File: src/rtl/rv32i_lsu_if.sv
// Data-memory bus between the RV32I load/store unit and the data memory.
// The LSU sits on the master side; the memory model or fabric uses slave.
interface rv32i_lsu_if;
    logic        mem_req_o;
    logic        mem_we_o;
    logic [3:0]  mem_be_o;
    logic [31:0] mem_addr_o;
    logic [31:0] mem_wdata_o;
    logic        mem_gnt_i;
    logic        mem_rvalid_i;
    logic [31:0] mem_rdata_i;

    modport master (
        output mem_req_o, mem_we_o, mem_be_o, mem_addr_o, mem_wdata_o,
        input  mem_gnt_i, mem_rvalid_i, mem_rdata_i
    );

    modport slave (
        input  mem_req_o, mem_we_o, mem_be_o, mem_addr_o, mem_wdata_o,
        output mem_gnt_i, mem_rvalid_i, mem_rdata_i
    );
endinterface

File: src/rtl/rv32i_lsu.sv
// RV32I load/store unit: one outstanding access, request/grant then rvalid,
// with lane placement, load extension, legality checks and a timeout.
module rv32i_lsu #(
    parameter int unsigned TIMEOUT_CYCLES = 255
) (
    input  logic               clk,
    input  logic               rstn,
    input  logic               req_i,
    input  logic               re_i,
    input  logic               we_i,
    input  logic [2:0]         funct3_i,
    input  logic [31:0]        addr_i,
    input  logic [31:0]        wdata_i,
    output logic               busy_o,
    output logic               done_o,
    output logic               err_o,
    output logic [31:0]        rdata_o,
    rv32i_lsu_if.master        mem
);

    localparam int unsigned     CNT_W    = 10;
    localparam logic [CNT_W-1:0] CNT_LAST = CNT_W'(TIMEOUT_CYCLES - 1);

    typedef enum logic [2:0] {S_IDLE, S_REQ, S_WAIT, S_DONE, S_ERR} state_t;

    state_t           r_state;
    logic [CNT_W-1:0] r_cnt;
    logic             r_is_load;
    logic [2:0]       r_funct3;
    logic [1:0]       r_off;

    logic             w_illegal;
    logic             w_misaligned;
    logic             w_last;
    logic [3:0]       w_be;
    logic [31:0]      w_wdata;
    logic [31:0]      w_lane;
    logic [31:0]      w_ext;

    // funct3[1:0] encodes size (00 byte, 01 half, 10 word); bit 2 marks unsigned loads
    assign w_illegal = (re_i == we_i) ||
                       (re_i ? (funct3_i == 3'b011 || funct3_i[2:1] == 2'b11)
                             : (funct3_i[2] || funct3_i[1:0] == 2'b11));
    assign w_misaligned = (funct3_i[1:0] == 2'b01 && addr_i[0]) ||
                          (funct3_i[1:0] == 2'b10 && addr_i[1:0] != 2'b00);
    assign w_last = (r_cnt == CNT_LAST);
    assign w_lane = mem.mem_rdata_i >> {r_off, 3'b000};

    always_comb begin
        w_be    = 4'b1111;
        w_wdata = wdata_i;
        case (funct3_i[1:0])
            2'b00: begin
                w_be    = 4'b0001 << addr_i[1:0];
                w_wdata = {4{wdata_i[7:0]}};
            end
            2'b01: begin
                w_be    = 4'b0011 << addr_i[1:0];
                w_wdata = {2{wdata_i[15:0]}};
            end
            default: ;
        endcase
    end

    always_comb begin
        w_ext = w_lane;
        case (r_funct3)
            3'b000:  w_ext = {{24{w_lane[7]}}, w_lane[7:0]};
            3'b001:  w_ext = {{16{w_lane[15]}}, w_lane[15:0]};
            3'b100:  w_ext = {24'h0, w_lane[7:0]};
            3'b101:  w_ext = {16'h0, w_lane[15:0]};
            default: w_ext = w_lane;
        endcase
    end

    always_ff @(posedge clk) begin
        if (!rstn) begin
            r_state         <= S_IDLE;
            r_cnt           <= '0;
            r_is_load       <= 1'b0;
            r_funct3        <= '0;
            r_off           <= '0;
            busy_o          <= 1'b0;
            done_o          <= 1'b0;
            err_o           <= 1'b0;
            rdata_o         <= '0;
            mem.mem_req_o   <= 1'b0;
            mem.mem_we_o    <= 1'b0;
            mem.mem_be_o    <= '0;
            mem.mem_addr_o  <= '0;
            mem.mem_wdata_o <= '0;
        end else begin
            done_o <= 1'b0;
            err_o  <= 1'b0;
            case (r_state)
                S_IDLE: begin
                    if (req_i) begin
                        busy_o    <= 1'b1;
                        r_is_load <= re_i;
                        r_funct3  <= funct3_i;
                        r_off     <= addr_i[1:0];
                        if (w_illegal || w_misaligned) begin
                            r_state <= S_ERR;
                            err_o   <= 1'b1;
                        end else begin
                            r_state         <= S_REQ;
                            r_cnt           <= '0;
                            mem.mem_req_o   <= 1'b1;
                            mem.mem_we_o    <= we_i;
                            mem.mem_be_o    <= w_be;
                            mem.mem_addr_o  <= {addr_i[31:2], 2'b00};
                            mem.mem_wdata_o <= w_wdata;
                        end
                    end
                end
                // A load granted on the final budgeted cycle has no room left to wait
                S_REQ: begin
                    if (mem.mem_gnt_i && !r_is_load) begin
                        mem.mem_req_o <= 1'b0;
                        r_state       <= S_DONE;
                        done_o        <= 1'b1;
                    end else if (w_last) begin
                        mem.mem_req_o <= 1'b0;
                        r_state       <= S_ERR;
                        err_o         <= 1'b1;
                    end else if (mem.mem_gnt_i) begin
                        mem.mem_req_o <= 1'b0;
                        r_state       <= S_WAIT;
                        r_cnt         <= r_cnt + 1'b1;
                    end else begin
                        r_cnt <= r_cnt + 1'b1;
                    end
                end
                S_WAIT: begin
                    if (mem.mem_rvalid_i) begin
                        rdata_o <= w_ext;
                        r_state <= S_DONE;
                        done_o  <= 1'b1;
                    end else if (w_last) begin
                        r_state <= S_ERR;
                        err_o   <= 1'b1;
                    end else begin
                        r_cnt <= r_cnt + 1'b1;
                    end
                end
                default: begin
                    r_state <= S_IDLE;
                    busy_o  <= 1'b0;
                end
            endcase
        end
    end

endmodule

File: src/flat_wrapper.sv
// flat-port wrapper written by rule: the top's interface ports become plain ports
module rv32i_lsu_flat 
#(
    parameter int unsigned TIMEOUT_CYCLES = 255
)
  (clk, rstn, req_i, re_i, we_i, funct3_i, addr_i, wdata_i, busy_o, done_o, err_o, rdata_o, mem_mem_req_o, mem_mem_we_o, mem_mem_be_o, mem_mem_addr_o, mem_mem_wdata_o, mem_mem_gnt_i, mem_mem_rvalid_i, mem_mem_rdata_i);
  rv32i_lsu_if mem_i ();
  input  logic clk;
  input  logic rstn;
  input  logic req_i;
  input  logic re_i;
  input  logic we_i;
  input  logic [2:0] funct3_i;
  input  logic [31:0] addr_i;
  input  logic [31:0] wdata_i;
  output logic busy_o;
  output logic done_o;
  output logic err_o;
  output logic [31:0] rdata_o;
  output wire logic [$bits(mem_i.mem_req_o)-1:0] mem_mem_req_o;
  output wire logic [$bits(mem_i.mem_we_o)-1:0] mem_mem_we_o;
  output wire logic [$bits(mem_i.mem_be_o)-1:0] mem_mem_be_o;
  output wire logic [$bits(mem_i.mem_addr_o)-1:0] mem_mem_addr_o;
  output wire logic [$bits(mem_i.mem_wdata_o)-1:0] mem_mem_wdata_o;
  input wire logic [$bits(mem_i.mem_gnt_i)-1:0] mem_mem_gnt_i;
  input wire logic [$bits(mem_i.mem_rvalid_i)-1:0] mem_mem_rvalid_i;
  input wire logic [$bits(mem_i.mem_rdata_i)-1:0] mem_mem_rdata_i;
  assign mem_mem_req_o = mem_i.mem_req_o;
  assign mem_mem_we_o = mem_i.mem_we_o;
  assign mem_mem_be_o = mem_i.mem_be_o;
  assign mem_mem_addr_o = mem_i.mem_addr_o;
  assign mem_mem_wdata_o = mem_i.mem_wdata_o;
  assign mem_i.mem_gnt_i = mem_mem_gnt_i;
  assign mem_i.mem_rvalid_i = mem_mem_rvalid_i;
  assign mem_i.mem_rdata_i = mem_mem_rdata_i;
  rv32i_lsu #(.TIMEOUT_CYCLES(TIMEOUT_CYCLES)) u_core (.clk(clk), .rstn(rstn), .req_i(req_i), .re_i(re_i), .we_i(we_i), .funct3_i(funct3_i), .addr_i(addr_i), .wdata_i(wdata_i), .busy_o(busy_o), .done_o(done_o), .err_o(err_o), .rdata_o(rdata_o), .mem(mem_i));
endmodule
File: config.mk
export PLATFORM = sky130hd
export DESIGN_NAME = rv32i_lsu_flat
export DESIGN_NICKNAME = d
export VERILOG_FILES = /design/src/rtl/rv32i_lsu_if.sv /design/src/rtl/rv32i_lsu.sv /design/src/flat_wrapper.sv
export SDC_FILE = /design/constraint.sdc
export NUM_CORES = 1
export LEC_CHECK = 0
export ABC_AREA = 1
export CAP_MARGIN = 20
export CORE_AREA = 4 4 185 115
export DETAILED_ROUTE_END_ITERATION = 16
export DIE_AREA = 0 0 189 119
export GPL_TIMING_DRIVEN = 0
export HOLD_SLACK_MARGIN = 0.08
export PLACE_DENSITY = 0.62
export SETUP_SLACK_MARGIN = 0.4
export SKIP_CTS_REPAIR_TIMING = 1
export SYNTH_ARGS = -nofsm -noshare
export SYNTH_HDL_FRONTEND = slang
export SYNTH_SLANG_ARGS = --single-unit
File: constraint.sdc
create_clock -name clk -period 1.7 [get_ports clk]
set_clock_uncertainty 0.1 [all_clocks]
set_input_delay 0.34 -clock clk [delete_from_list [all_inputs] [get_ports clk]]
set_output_delay 0.34 -clock clk [all_outputs]
set_load 0.005 [all_outputs]
==> results by group, run 1 <==
Timing
  – Period utilization: between 90% and 100%
  – RSZ-0062 raised after global routing: yes
  – Final Slew Violations: 0
  – Slew HR: 44.56%
  – Period minus WS final: 1.676 ns
  – Setup violations, final: 0
  – Max Clk Rate: between 0.5 and 0.6 GHz
  – Hold WS: between 0.1 and 0.15 ns
  – Setup TNS: 0 ns
  – Tightest Pin Transition: between 0.8 and 0.9 ns
  – Final Hold Fails: 0

Detailed routing
  – DR WL/cell: approximately 16 microns
  – Initial drt markers: roughly 380
  – Vias: about 6700
  – Post-DRT Antenna Nets: 0
  – Avg Vias per Cell: around 4.7
  – DRC violations left: 0
  – WL final: between 20000 and 25000 microns
  – DR pass1 iterations: 5

Floorplanning
  – Core region area: 19670 sq um
  – Die X: roughly 190 microns
  – Initial core utilization: 29.40%
  – Die Ht: 119 microns
  – Full die area: between 20000 and 25000 sq um
  – Num rows: 40
  – IO Pins: 211

Placed design
  – Placed cells: 1348
  – Hpwl dp: 16790 microns
  – Gpl congestion: between 0.9 and 1
  – Dpl cell area: roughly 8400 sq um
  – Buffers on Ports: ~210

Critical path
  – CP Class: flip-flop to flip-flop
  – Critical path's slowest cell: dfxtp_2
  – Top cell family by delay on the critical path: simple AND/OR/NAND/NOR gates
  – CP max FO: 5
  – CP endpoint kind: flip-flop
  – Worst path cell trace: nor2_4 -> nand3b_1 -> nand3_1 -> nor2_4 -> nand3_2 -> buf_6 -> nand2_1 -> a21oi_2
  – Worst endpoint required time: ~1.9 ns
  – Worst path max stage delay: 0.37 ns
  – Worst path bufs/invs: 1
  – CP arrival: ~1.9 ns
  – Setup slack, reg-to-reg: ~0.024 ns
  – Worst path most repeated cell: nor2_4
  – Startpoint type of the worst setup path: flip-flop

Status
  – Outcome: finished clean

CTS
  – Root Buffer: clkbuf_16
  – CTS Buf Count: 17
  – Clock-pin slew on the worst setup and hold paths: around 0.06 ns
  – CTS tree: done
  – Clock Path Buffers: 2
  – H-tree depth: 4
  – CTS sink cnt: between 100 and 150
  – Clk Latency, worst-skew pair: 0.42 ns

Cells and area
  – Commonest non-fill, non-tap cells in the layout: nand2_1, clkdlybuf4s50_1, a21oi_1
  – Fillers: about 1900
  – Synth-to-layout area growth: 78.77%
  – Most common cell after layout, fill and taps aside: nand2_1
  – Fin nets: 1249
  – Fraction of layout cells with a size suffix above 1: 34.40%
  – Final antenna diode count: 0
  – Fin cells: ~1400
  – Post-route cell area: just over 10000 sq um

Global routing
  – First-pass GRT wire length: around 34000 microns
  – Met1 Use GR: 29.48%
  – Initial antenna violation count: 0
  – GRT overflow: 0
  – Grt peak-use layer: met1
  – GR Layer Usage met2: between 20% and 30%
  – GRT Total Usage: 19.21%
  – Largest net degree at the start of global routing: 17
  – Vias in the first global route: between 6000 and 7000
  – Global Route met3 Usage: under 10%

Power and ir drop
  – Combinational share of power: between 20 and 25%
  – Net switching power: 2.682 mW
  – Pwr dens: between 900 and 1000 nW/um^2
  – Sw Share: between 20% and 30%
  – Clock network power share: 45.5%
  – Peak supply drop: about 0.00058 V
  – Seq pwr share: between 30% and 40%
  – Int Power: 7.009 mW
  – Total leakage power: between 5 and 6 nW

Synthesis
  – #FFs+latches synth: 122
  – Syn Area/Cell: roughly 6.7 sq um
  – Yosys warnings: 0
  – Post-Syn Instances: slightly below 900
  – Yosys cell types: 31
  – Seq/Total Area, Yosys: 42.24%
  – Leading cell types by total area after synthesis: dfxtp_1, nand2_1, a21oi_1, inv_1, o21ai_0
  – Area share of the largest cell type after synthesis: approximately 42%
  – Largest area contributor in the netlist: dfxtp_1
  – Post-Syn Area: a little under 6000 sq um

Hold path
  – Hold WC Path Type: input port to flip-flop

Flow run
  – Max-cap viol count: 0
-- worst register-to-register path, stage by stage (launching register included) --
cell      delay, ns
dfxtp_2        0.37
nor2_4         0.06
nand3b_1       0.20
nand3_1        0.18
nor2_4         0.20
nand3_2        0.13
buf_6          0.16
nand2_1        0.08
a21oi_2        0.06
-- power groups by stage --
stage          combinational, mW  clock, mW  sequential, mW
3_3_place_gp                1.62          0            3.15
6_report                    2.16       4.41            3.12
2_1_floorplan              0.856          0            3.14
3_5_place_dp                1.62          0            3.15
4_1_cts                     1.63       4.47            3.09
5_1_grt                     2.33       4.61            3.14
-- per-layer routing --
metal | up-vias | part of all wire [%]
li1 | 3344 | -
met1 | 3129 | 50
met2 | 254 | 40
met3 | 12 | 10
met4 | 0 | 0.66
met5 | - | 0
-- area by class of cell --
class	count	area [sq um]	area share (%)
Multi-Input combinational cell	611	3328	32.20
Inverter	82	337.8	3.268
Tap cell	273	341.6	3.305
Buffer	53	452.9	4.382
Sequential cell	122	2562	24.79
Clock buffer	19	442.9	4.285
Clock inverter	13	261.5	2.530
Timing Repair Buffer	254	2609	25.24
-- metrics by stage --
step	total power, mW	setup slack, ns	utilization, %
2_1_floorplan	4.001	0.1196	-
3_3_place_gp	4.768	-0.7496	42.69
3_5_place_dp	4.774	-0.7755	42.69
4_1_cts	9.194	-0.3326	46.27
5_1_grt	10.07	-0.05692	52.55
6_report	9.691	0.02448	52.55
-- cells by family after synthesis --
kind of cell / Yosys count / synth area share [%]
compound gates: 210 / 19.95
xor+xnor: 4 / 0.6059
fa+ha+maj: 2 / 0.4327
buf+inv: 135 / 9.695
flops: 122 / 42.24
other cells: 1 / 0.06486
simple gates: 393 / 27.01
-- synthesized netlist by cell type --
master / count
nand2_1: 291
nor2_4: 1
buf_4: 9
nor2_2: 1
inv_2: 5
ha_1: 2
inv_1: 76
buf_6: 1
a21oi_1: 112
o21ai_0: 55
a31oi_1: 1
buf_1: 1
clkinv_1: 1
nand2_2: 1
clkbuf_1: 32
nor2_1: 56
o21ai_1: 1
nand3b_1: 3
conb_1: 1
o21bai_1: 23
xor2_1: 4
nand3_2: 1
o31ai_1: 8
nand3_1: 32
nor3_1: 1
o22ai_1: 1
buf_2: 10
a21boi_0: 1
nand4_1: 6
dfxtp_1: 122
o211ai_1: 8
-- registers in the layout, summed over array words and instances, names as in the netlist, 2 cells and up --
register,flops
u_core.r_off,2
u_core.rdata_o,32
u_core.mem.mem_addr_o,30
u_core.r_cnt,10
u_core.mem.mem_be_o,4
u_core.mem.mem_wdata_o,32
u_core.r_state,3
u_core.r_funct3,3
-- final timing paths --
path / start / end / cells after the start
max: u_core.r_state[1]$_SDFFE_PN0P_ / u_core.r_cnt[8]$_SDFFE_PN0P_ / 8
min: we_i / u_core.mem.mem_we_o$_SDFFE_PN0P_ / 3
max reg2reg: u_core.r_state[1]$_SDFFE_PN0P_ / u_core.r_cnt[8]$_SDFFE_PN0P_ / 8
min reg2reg: u_core.mem.mem_req_o$_SDFFE_PN0P_ / u_core.mem.mem_req_o$_SDFFE_PN0P_ / 2
Note: power is estimated with default switching activity, not from simulation.
==> inputs of run 2 (changes only) <==
- DONT_BUFFER_PORTS: default -> 1
- PLACE_DENSITY: 0.62 -> 0.48
==> results by group, run 2 (same netlist as run 1, synthesis figures left out) <==
Detailed routing
  – WL final: 23940 microns
  – Met3 wire len: about 2600 microns
  – DR WL/cell: about 19 microns
  – Initial drt markers: between 400 and 500
  – Metal1 wirelength: approximately 12000 microns
  – Post-DRT Antenna Nets: 0
  – Routed met2 length: roughly 9500 microns
  – DRC violations left: 0
  – Avg Vias per Cell: 4.933
  – Top sig layer: met4
  – DR pass1 iterations: 7
  – Vias: 6171

Flow run
  – Max-cap viol count: 0

Global routing
  – Vias in the first global route: around 5500
  – Largest net degree at the start of global routing: 17
  – Initial antenna violation count: 0
  – GRT overflow: 0
  – First-pass GRT wire length: 33050 microns
  – GRT Total Usage: between 10% and 20%

Cells and area
  – Commonest non-fill, non-tap cells in the layout: nand2_1, dfxtp_1, inv_1
  – Regs by FF count: u_core.mem.mem_wdata_o: 32 flops, u_core.rdata_o: 32 flops, u_core.mem.mem_addr_o: 30 flops
  – Post-route cell area: just under 9000 sq um
  – Fraction of layout cells with a size suffix above 1: between 30% and 40%
  – Most common cell after layout, fill and taps aside: nand2_1
  – Post-Route Utilization: between 40 and 50%
  – Final antenna diode count: 0
  – Fin nets: between 1000 and 1500
  – Synth-to-layout area growth: 53.21%

Status
  – Outcome: finished clean

Power and ir drop
  – Net switching power: between 2 and 3 mW
  – Int Power: ~6.6 mW
  – Sw Share: a little under 30%
  – Peak supply drop: a little over 0.0009 V
  – Clock network power share: between 40% and 50%
  – Seq pwr share: 34.0%
  – Pwr dens: around 1000 nW/um^2
  – Combinational share of power: a little over a fifth
  – Total leakage power: 3.761 nW

Critical path
  – CP arrival: 1.94 ns
  – Startpoint type of the worst setup path: flip-flop
  – Reg-to-reg critical path endpoint: u_core.mem.mem_addr_o[28]$_SDFFE_PN0P_
  – Reg2reg path depth: 10
  – CP endpoint kind: flip-flop
  – Setup slack, reg-to-reg: 0.02 ns
  – Reg2reg start: u_core.r_state[2]$_SDFFE_PN0P_
  – CP max FO: 5
  – CP Class: flip-flop to flip-flop
  – Worst endpoint required time: 1.95 ns

CTS
  – H-tree depth: 4
  – Clock Path Buffers: 2
  – CTS Buf Count: 17
  – Clk Latency, worst-skew pair: about 0.42 ns
  – Root Buffer: clkbuf_16
  – CTS sink cnt: around 120
  – Clock-pin slew on the worst setup and hold paths: about 0.060 ns
  – CTS tree: done

Floorplanning
  – Die Ht: 119 microns
  – Die X: 189 microns
  – Full die area: between 20000 and 25000 sq um
  – Num rows: 40
  – Core region area: between 15000 and 20000 sq um
  – Initial core utilization: between 20 and 30%
  – IO Pins: 211

Hold path
  – Hold_sp: wdata_i[15]
  – Hold Crit Depth: 4
  – Min-Delay Endpoint: u_core.mem.mem_wdata_o[15]$_SDFFE_PN0P_
  – Hold WC Path Type: input port to flip-flop

Placed design
  – Gpl congestion: 0.8959
  – Buffers on Ports: 0
  – Dpl cell area: 6325 sq um
  – Hpwl dp: 16490 microns

Timing
  – Final Slew Violations: 0
  – Slew HR: 43.25%
  – Setup violations, final: 0
  – Tightest Pin Transition: 0.8513 ns
  – Max Clk Rate: between 0.5 and 0.6 GHz
  – Period minus WS final: 1.684 ns
  – RSZ-0062 raised after global routing: yes
  – Final Hold Fails: 0
  – Period utilization: 99.07%
  – Setup TNS: 0 ns
  – Hold WS: about 0.067 ns
-- run 2: final cells by class --
| cell class | count | area (sq um) |
|---|---|---|
| sequential | 122 | 2472 |
| clock inverter | 10 | 187.7 |
| buffer | 53 | 493.0 |
| clock buffer | 22 | 484.2 |
| timing repair buffer | 78 | 890.9 |
| tap | 273 | 341.6 |
| inverter | 82 | 337.8 |
| multi-input combinational | 611 | 3651 |
| fill | 1964 | 10810 |
-- run 2: worst max-delay path by stage --
stage / slack [ns] / to / depth (start not counted) / from
4_1_cts: -0.21 / u_core.r_cnt[8]$_SDFFE_PN0P_ / 6 / u_core.r_state[0]$_SDFFE_PN0P_
3_5_place_dp: -0.50 / u_core.mem.mem_addr_o[5]$_SDFFE_PN0P_ / 5 / rstn
6_report: 0.02 / u_core.mem.mem_addr_o[28]$_SDFFE_PN0P_ / 10 / u_core.r_state[2]$_SDFFE_PN0P_
5_1_grt: -0.04 / u_core.rdata_o[18]$_SDFFE_PN0P_ / 10 / u_core.r_off[0]$_SDFFE_PN0P_
2_1_floorplan: 0.12 / u_core.r_cnt[1]$_SDFFE_PN0P_ / 12 / u_core.r_cnt[0]$_SDFFE_PN0P_
3_3_place_gp: -0.47 / u_core.mem.mem_addr_o[5]$_SDFFE_PN0P_ / 5 / rstn
-- run 2: worst max-delay path, stage by stage (launching register included) --
cell and delay (ns):
dfxtp_2 0.34, nor2_4 0.17, inv_2 0.07, nor2_4 0.16
nand3_4 0.14, inv_6 0.12, buf_4 0.12, clkbuf_16 0.12
buf_4 0.10, nand2_1 0.04, a21oi_1 0.11
-- run 2: power by group through the flow --
| stage | combinational, mW | sequential, mW | clock [mW] |
|---|---|---|---|
| 2_1_floorplan | 0.856 | 3.14 | 0 |
| 3_3_place_gp | 1.16 | 3.19 | 0 |
| 3_5_place_dp | 1.16 | 3.19 | 0 |
| 4_1_cts | 1.17 | 3.13 | 4.21 |
| 5_1_grt | 2.08 | 3.15 | 4.37 |
| 6_report | 1.93 | 3.13 | 4.16 |
-- run 2: per-stage QoR --
step / power [mW] / std cells / worst slack (ns)
after floorplan: 4.001 / 868 / 0.1196
after global placement: 4.347 / 1141 / -0.4711
after detailed placement: 4.352 / 1141 / -0.5018
after CTS: 8.510 / 1173 / -0.2095
after global routing: 9.597 / 1251 / -0.04361
final: 9.222 / 1251 / 0.01573
-- run 2: layer usage --
layer	vias to the layer above	global-route usage, %
met5	-	0
met4	0	4.868
met3	23	8.582
met2	251	24.15
met1	2903	28.13
li1	2994	-
